`src/rtl/uart_pkg.sv`:
```
// uart_pkg: shared UART frame constants and receiver state encoding
package uart_pkg;
  localparam logic [1:0] ST_IDLE  = 2'b00;
  localparam logic [1:0] ST_START = 2'b01;
  localparam logic [1:0] ST_DATA  = 2'b10;
  localparam logic [1:0] ST_STOP  = 2'b11;
  localparam int UART_DATA_BITS = 8;
  localparam int UART_OVERSAMPLE = 16;
  typedef enum logic [1:0] {
    S_IDLE  = ST_IDLE,
    S_START = ST_START,
    S_DATA  = ST_DATA,
    S_STOP  = ST_STOP
  } uart_state_t;
endpackage

```
`src/rtl/sync_ff.sv`:
```
// sync_ff: N-stage synchronizer for asynchronous pad inputs, resets to all ones
module sync_ff #(
  parameter int STAGES = 2,
  parameter int WIDTH = 1
) (
  input  logic             clk_50m,
  input  logic             rst,
  input  logic [WIDTH-1:0] d,
  output logic [WIDTH-1:0] q
);
  logic [STAGES-1:0][WIDTH-1:0] ff;
  // shift the pad value through the chain; idle-high reset keeps a UART line quiet
  always_ff @(posedge clk_50m or negedge rst)
    if (!rst) ff <= '1;
    else ff <= {ff[STAGES-2:0], d};
  assign q = ff[STAGES-1];
endmodule

```
`src/rtl/uart_receiver.sv`:
```
// uart_receiver: 8N1 receiver on a 16x oversample tick with ready/clear handshake
module uart_receiver
  import uart_pkg::*;
#(
  parameter int OVERSAMPLE = UART_OVERSAMPLE,
  parameter int SYNC_STAGES = 2
) (
  input  logic                      clk_50m,
  input  logic                      rst,
  input  logic                      rx,
  input  logic                      clken,
  input  logic                      rdy_clr,
  output logic [UART_DATA_BITS-1:0] dout,
  output logic                      rdy,
  output logic                      frame_err,
  output logic                      overrun,
  output logic                      rx_busy
);
  localparam int CW = $clog2(OVERSAMPLE);
  localparam int IW = $clog2(UART_DATA_BITS);
  localparam logic [CW-1:0] CNT_LAST = CW'(OVERSAMPLE - 1);
  localparam logic [CW-1:0] CNT_MID = CW'(OVERSAMPLE / 2 - 1);
  localparam logic [IW-1:0] IDX_LAST = IW'(UART_DATA_BITS - 1);
  uart_state_t state_q, state_d;
  logic [CW-1:0] cnt_q, cnt_d;
  logic [IW-1:0] idx_q, idx_d;
  logic [UART_DATA_BITS-1:0] shift_q, shift_d;
  logic wait_q, wait_d;
  logic rxs, done, ferr_set;
  sync_ff #(.STAGES(SYNC_STAGES), .WIDTH(1)) u_sync (
    .clk_50m(clk_50m),
    .rst(rst),
    .d(rx),
    .q(rxs)
  );
  // frame sequencing registers
  always_ff @(posedge clk_50m or negedge rst)
    if (!rst) begin
      state_q <= S_IDLE;
      cnt_q <= '0;
      idx_q <= '0;
      shift_q <= '0;
      wait_q <= 1'b0;
    end else begin
      state_q <= state_d;
      cnt_q <= cnt_d;
      idx_q <= idx_d;
      shift_q <= shift_d;
      wait_q <= wait_d;
    end
  // next-state: advance only on oversample ticks; wait_q blocks a restart on a line stuck low after a bad stop bit
  always_comb begin
    state_d = state_q;
    cnt_d = cnt_q;
    idx_d = idx_q;
    shift_d = shift_q;
    wait_d = wait_q;
    done = 1'b0;
    ferr_set = 1'b0;
    if (clken)
      case (state_q)
        S_IDLE:
          if (wait_q) wait_d = ~rxs;
          else if (!rxs) begin
            state_d = S_START;
            cnt_d = '0;
          end
        S_START:
          if (cnt_q == CNT_MID) begin
            cnt_d = '0;
            idx_d = '0;
            state_d = rxs ? S_IDLE : S_DATA;
          end else cnt_d = cnt_q + CW'(1);
        S_DATA:
          if (cnt_q == CNT_LAST) begin
            cnt_d = '0;
            shift_d = {rxs, shift_q[UART_DATA_BITS-1:1]};
            idx_d = idx_q + IW'(1);
            state_d = (idx_q == IDX_LAST) ? S_STOP : S_DATA;
          end else cnt_d = cnt_q + CW'(1);
        S_STOP:
          if (cnt_q == CNT_LAST) begin
            cnt_d = '0;
            state_d = S_IDLE;
            done = rxs;
            ferr_set = ~rxs;
            wait_d = ~rxs;
          end else cnt_d = cnt_q + CW'(1);
        default: state_d = S_IDLE;
      endcase
  end
  // host handshake: a completing byte beats a same-cycle clear; rdy_clr acknowledges both flags
  always_ff @(posedge clk_50m or negedge rst)
    if (!rst) begin
      dout <= '0;
      rdy <= 1'b0;
      frame_err <= 1'b0;
      overrun <= 1'b0;
    end else begin
      if (done) dout <= shift_q;
      rdy <= done | (rdy & ~rdy_clr);
      overrun <= (done & rdy & ~rdy_clr) | (overrun & ~rdy_clr);
      frame_err <= ferr_set | (frame_err & ~rdy_clr);
    end
  assign rx_busy = (state_q != S_IDLE);
endmodule
```
`config.mk`:
```
export PLATFORM = sky130hd
export DESIGN_NAME = uart_receiver
export DESIGN_NICKNAME = d
export VERILOG_FILES = /design/src/rtl/uart_pkg.sv /design/src/rtl/sync_ff.sv /design/src/rtl/uart_receiver.sv
export SDC_FILE = /design/constraint.sdc
export NUM_CORES = 1
export LEC_CHECK = 0
export CAP_MARGIN = 25
export CORE_MARGIN = 2
export CORE_UTILIZATION = 60
export CTS_BUF_LIST = sky130_fd_sc_hd__clkbuf_4 sky130_fd_sc_hd__clkbuf_8
export DETAILED_ROUTE_END_ITERATION = 10
export HOLD_SLACK_MARGIN = 0.06
export PLACE_DENSITY_LB_ADDON = 0.12
export RECOVER_POWER = 50
export SYNTH_ARGS = -nofsm -noshare
export SYNTH_HDL_FRONTEND = slang
export SYNTH_HIERARCHICAL = 1
export SYNTH_SLANG_ARGS = --single-unit
```
`constraint.sdc`:
```
create_clock -name clk_50m -period 5 [get_ports clk_50m]
set_input_delay 1 -clock clk_50m [delete_from_list [all_inputs] [get_ports clk_50m]]
set_output_delay 1 -clock clk_50m [all_outputs]
set_load 0.02 [all_outputs]
```
==> results of run 1 <==
==> layout by cell type, fill, tap and decap left out, types with 2 or more instances in the layout <==
cell type / instances
mux2_2: 8
o21a_1: 2
clkdlybuf4s50_1: 13
ha_1: 3
inv_1: 7
mux2_4: 8
a221oi_1: 2
nand2_1: 4
nand4_1: 2
nand4b_1: 2
dfstp_2: 2
or2_2: 2
dfrtp_1: 29
a22o_1: 2
o21ai_0: 5
clkbuf_8: 2
nor3_1: 3
dlygate4sd3_1: 3
clkbuf_4: 6
nand3_1: 2
o211ai_1: 3
==> state kept, by name, indices dropped and copies added, names as in the netlist, named ones only <==
signal and cells:
dout 8, shift_q 8, cnt_q 4, idx_q 3, frame_err 1, overrun 1, rdy 1, state_q 1
u_sync/ff 1, u_sync/q 1, wait_q 1
==> worst max-delay path by stage <==
| stage | start | to | cells after the start |
|---|---|---|---|
| after global routing | rst | state_q[0]$_DFFE_PN0P_ | 2 |
| after CTS | register | rx_busy | 2 |
| after detailed placement | clken | dout[1]$_DFFE_PN0P_ | 4 |
| after floorplan | clken | dout[0]$_DFFE_PN0P_ | 5 |
| final | register | rx_busy | 2 |
| after global placement | clken | dout[3]$_DFFE_PN0P_ | 4 |
==> power groups by stage <==
stage	Sequential (mW)	Clock [mW]	Combinational (mW)
finish	0.329	0.168	0.114
global route	0.335	0.183	0.131
CTS	0.328	0.172	0.116
detailed placement	0.333	0	0.115
global placement	0.331	0	0.110
floorplan	0.305	0	0.109
==> through the flow <==
step	hold slack, ps	power, mW
global placement	349	0.440
floorplan	345	0.414
global route	366	0.649
detailed placement	352	0.448
finish	362	0.611
CTS	364	0.616
==> cells by family (layout without fill, tap and decap cells) <==
kind of cell | after synthesis | after routing
xor gates and xnor gates | 1 | 1
buffers and inverters | 12 | 32
and+or+nand+nor | 24 | 24
AOI/OAI and AO/OA | 26 | 26
muxes | 16 | 16
DFF | 31 | 31
adders and majority gates | 3 | 3
==> critical path: stages, from the launching register on <==
cell and delay (ps):
dfrtp_1 550, or2_2 390, clkdlybuf4s50_1 550
==> layer usage <==
| metal | vias up | share of wire, % |
|---|---|---|
| li1 | 464 | - |
| met1 | 482 | 44 |
| met2 | 33 | 48 |
| met3 | 7 | 6.7 |
| met4 | 0 | 1.2 |
| met5 | - | 0 |
==> cell type report <==
class / instances / area share, %
flip-flops and latches: 31 / 46.3
well taps: 28 / 2.08
inverters: 7 / 1.56
clock buffers: 8 / 4.32
repair buffers: 17 / 9.75
multi-input cells: 70 / 36.0
==> summary.txt, run 1 <==
RSZ-0062 raised after global routing: false
Synth Area per Inst: 12.7 um2
Slew headroom: -4.15%
Final Wtd Congestion: 0.805
r2r endpoint: dout[0]$_DFFE_PN0P_
cells after synthesis: 113
share of post-route cells with drive strength above 1: 25.6%
Commonest cells post-synth: dfrtp_1, mux2_2, mux2_4, inv_1, o21ai_0
P_sw: 0.188 mW
part of the cycle the worst path needs: 56.4%
H-Tree Depth: 2
failing checks: capacitance limit, slew limit
beginning of the worst hold path: u_sync/ff[0]$_DFF_PN1_
Final Max Tran Viols: 32
Cell Int Power: 0.423 mW
post-synth cell types: 42
Final min period: 2820 ps
pwr/cell area: 363 nW/um2
Synth area leader: dfrtp_1
die height: 53.0 um
CTS Buffer Depth: 2
Worst Path Max Fanout: 14
Worst Hold Depth: 0
placed cell count: 153
post-synthesis compound-gate area fraction: 13.9%
most instantiated library cell after synthesis: dfrtp_1
Clock Power Share: 27.5%
mux cell area share after synthesis: 14.6%
Pre-Repair DR Iteration Count: 4
Post-Place Setup Slack: 2130 ps
Hold Path End: u_sync/q$_DFF_PN1_
Starting Density: 64.4%
die area: 2810 um2
Worst Reg-to-Reg Cells: 4
initial antenna violation count: 0
Post-Synthesis Net Count: 121
CTS tree: done
Worst Max-Slew Pin Slew: 1560 ps
switching share of total power: 30.8%
Starting DRT DRC Count: 28
max cap viols: 1
Final Setup Violations: 0
die width: 53.0 um
All-Layer GR Usage: 22.5%
setup bufs post-CTS: 0
Synth Warn #: 6
final worst slack: 2180 ps
post-layout util: 75.3%
register area: 778 um2
Worst EP required: 4000 ps
register area share after synthesis: 54.1%
FMAX: 0.355 GHz
Layout Area Growth over Synthesis: 16.9%
crit end category: output port
drt total wl: 2.53 mm
routed len/inst: 15.7 um
Fin. Hold Viols: 0
Fillers: 151
Mapped Area: 1440 um2
Setup Crit Path Kind: reg -> out
Final #Nets: 140
area taken by multi-input logic gates: 606 um2
post-synthesis simple-gate area fraction: 10.3%
synth top area cells: dfrtp_1, mux2_4, mux2_2
# rows: 17
Combinational Power Share: 18.7%
Synth Area in Adders: 2.61%
met3 Use GR: 9.89%
Static Leakage: 0.789 nW
first-pass GRT wire length: 4.31 mm
ANT nets after route: 0
Layout Skew: 11.3 ps
status: finished, violations left
main combinational cell family by area after synthesis: multiplexers
IO Port Bufs: 16
Non-Filler Instances: 161
pin count of the biggest net entering global routing: 32
via count: 986
Worst Setup Start Kind: register
ant diodes: 0
# DRC: 0
DP Wirelength: 1.83 mm
met1 GRT Util: 28.3%
worst-skew pair later-pin latency: 330 ps
VDD IR max: 343 uV
Async SR Flop Fraction: 100%
grt ovf: 0
Clock Pin Slew Worst Setup and Hold Paths: 90 ps
vias in the first global route: 961
final instance area: 1680 um2
grt met2 use: 33.3%
Flop pwr share: 53.8%
post-CTS resize count: 0
num ports: 17
Reg2Reg Launch Point: cnt_q[0]$_DFFE_PN0P_
post-route setup TNS: 0 ps
total CTS buffers: 5
Core Region: 2230 um2
via/cell ratio: 6.12
FF+latch count, synth: 31
Synth Flop Type: dfrtp_1
Synth top area share: 50.4%
number of flops mapped to enable cells by yosys: 0
CTS Root Cell: clkbuf_4
layer with the highest usage: met2
placed instance area: 1610 um2
XOR/XNOR share of the synthesized area: 0.609%
Hold Buf Count CTS: 0
R2R Setup Slk: 3090 ps
critical path arrival: 1820 ps
Worst Hold Class: reg -> reg
CTS Sinks: 31
(Power assumes the default switching activity.)
==> run 2: changes to the inputs <==
- CORE_UTILIZATION: 60 -> 51
- clock period: 5 -> 2.45 ns (I/O delays scaled with it)
==> summary.txt, run 2 (same netlist as run 1, synthesis figures left out) <==
ant diodes: 0 (unchanged)
H-Tree Depth: 2 (unchanged)
Layout Area Growth over Synthesis: 18.6%
part of the cycle the worst path needs: 94.5%
RSZ-0062 raised after global routing: false
VDD IR max: 498 uV (+45%)
Crit path max-delay family: flip-flops
IO Port Bufs: 16 (unchanged)
Worst Max-Slew Pin Slew: 1570 ps (+7.98 ps)
Critical Path, Cell by Cell: or2_2 -> clkdlybuf4s50_1
Design Power: 1.32 mW (+120%)
critical path arrival: 1830 ps (about the same)
Layout Skew: 20.3 ps (+8.95 ps)
Worst Hold Class: reg -> reg
Fillers: 234 (+55%)
CP max stage delay: 550 ps (about the same)
drt total wl: 2.50 mm (-1.1%)
commonest non-fill, non-tap cell in the layout: dfrtp_1
pin count of the biggest net entering global routing: 32 (unchanged)
via count: 959 (-2.7%)
Clock Pin Slew Worst Setup and Hold Paths: 110 ps (+20 ps)
worst-skew pair later-pin latency: 330 ps (about the same)
Slew headroom: -4.68% (-0.53 points)
vias in the first global route: 982 (+2.2%)
share of post-route cells with drive strength above 1: 26.1% (+0.56 points)
FMAX: 0.432 GHz
# rows: 19 (+2)
largest registers: dout (8), shift_q (8), cnt_q (4)
Worst EP required: 1960 ps (-2040 ps)
grt ovf: 0 (unchanged)
Static Leakage: 0.800 nW (+1.4%)
die width: 57.1 um (+7.8%)
CTS Buffer Depth: 2 (unchanged)
Pre-Repair DR Iteration Count: 4 (unchanged)
setup bufs post-CTS: 0 (unchanged)
total CTS buffers: 5 (unchanged)
Final #Nets: 141 (+0.71%)
ANT nets after route: 0 (unchanged)
crit end category: output port
Core Region: 2710 um2 (+21%)
Final Max Tran Viols: 32 (unchanged)
All-Layer GR Usage: 18.2% (-4.2 points)
max cap viols: 1 (unchanged)
post-CTS resize count: 0 (unchanged)
Fin. Hold Viols: 0 (unchanged)
die height: 57.1 um (+7.8%)
failing checks: capacitance limit, slew limit
via/cell ratio: 5.81 (-5.1%)
CTS tree: done
routed len/inst: 15.1 um (-3.5%)
placed cell count: 157 (+2.6%)
most frequent cells in the layout: dfrtp_1, clkdlybuf4s50_1, mux2_4, mux2_2, inv_1
Setup Crit Path Kind: reg -> out
Final Setup Violations: 0 (unchanged)
DP Wirelength: 1.74 mm (-5.0%)
num ports: 17 (unchanged)
CTS Root Cell: clkbuf_4
Final Wtd Congestion: 0.805 (about the same)
Hold Buf Count CTS: 0 (unchanged)
initial antenna violation count: 0 (unchanged)
pwr/cell area: 771 nW/um2 (+110%)
Starting DRT DRC Count: 30 (+7.1%)
CTS Sinks: 31 (unchanged)
Non-Filler Instances: 165 (+2.5%)
Crit-path slowest cell: dfrtp_1
Final min period: 2320 ps
Buf/Inv on CP: 1 (unchanged)
status: finished, violations left
first-pass GRT wire length: 4.43 mm (+2.7%)
die area: 3260 um2 (+16%)
post-route setup TNS: 0 ps (unchanged)
Worst Path Max Fanout: 14 (unchanged)
Starting Density: 53.1% (-11 points)
# DRC: 0 (unchanged)
Worst Setup Start Kind: register
Fin Hold WS: 366 ps (+4.18 ps)
==> run 2: worst paths after layout <==
kind                                   startpoint              endpoint  slack (ps)  depth (start not counted)
setup / recovery                         register               rx_busy         130                          2
min in group asynchronous                     rst  idx_q[0]$_DFFE_PN0P_        1060                          2
hold / removal             u_sync/ff[0]$_DFF_PN1_    u_sync/q$_DFF_PN1_         370                          0
max in group asynchronous                     rst  cnt_q[1]$_DFFE_PN0P_         450                          2
setup reg to reg                         register   dout[4]$_DFFE_PN0P_         510                          3
hold reg to reg            u_sync/ff[0]$_DFF_PN1_    u_sync/q$_DFF_PN1_         370                          0
==> run 2: per-stage QoR <==
| step | cell area (um2) | util, % | setup WS (ps) |
|---|---|---|---|
| after floorplan | 1440 | - | 671 |
| after global placement | 1620 | 59.9 | 303 |
| after detailed placement | 1620 | 59.9 | 263 |
| after CTS | 1710 | 63.1 | 136 |
| after global routing | 1710 | 63.0 | 71.9 |
| final | 1710 | 63.0 | 134 |
==> run 2: area by class of cell <==
| type | instances | area, um2 | share of cell area (%) |
|---|---|---|---|
| inverter | 7 | 26.3 | 1.54 |
| multi-input combinational | 70 | 606 | 35.5 |
| sequential | 31 | 778 | 45.6 |
| clock buffer | 6 | 51.3 | 3.01 |
| timing repair buffer | 18 | 171 | 10.0 |
| tap | 31 | 38.8 | 2.27 |
| clock inverter | 2 | 35.0 | 2.05 |
==> run 2: where the power goes <==
group          leakage, nW  switching [mW]  internal [mW]  total (mW)
clock network       0.0482           0.176          0.241       0.417
registers            0.411          0.0998          0.569       0.669
logic                0.341           0.115          0.116       0.231
==> run 2: metal layers <==
metal | global-route usage (%) | vias to the layer above | part of all wire, %
met5 | 0 | - | 0
met4 | 8.64 | 0 | 1.4
met3 | 6.35 | 4 | 4.7
met2 | 27.3 | 24 | 45
met1 | 23.8 | 470 | 49
li1 | - | 461 | -
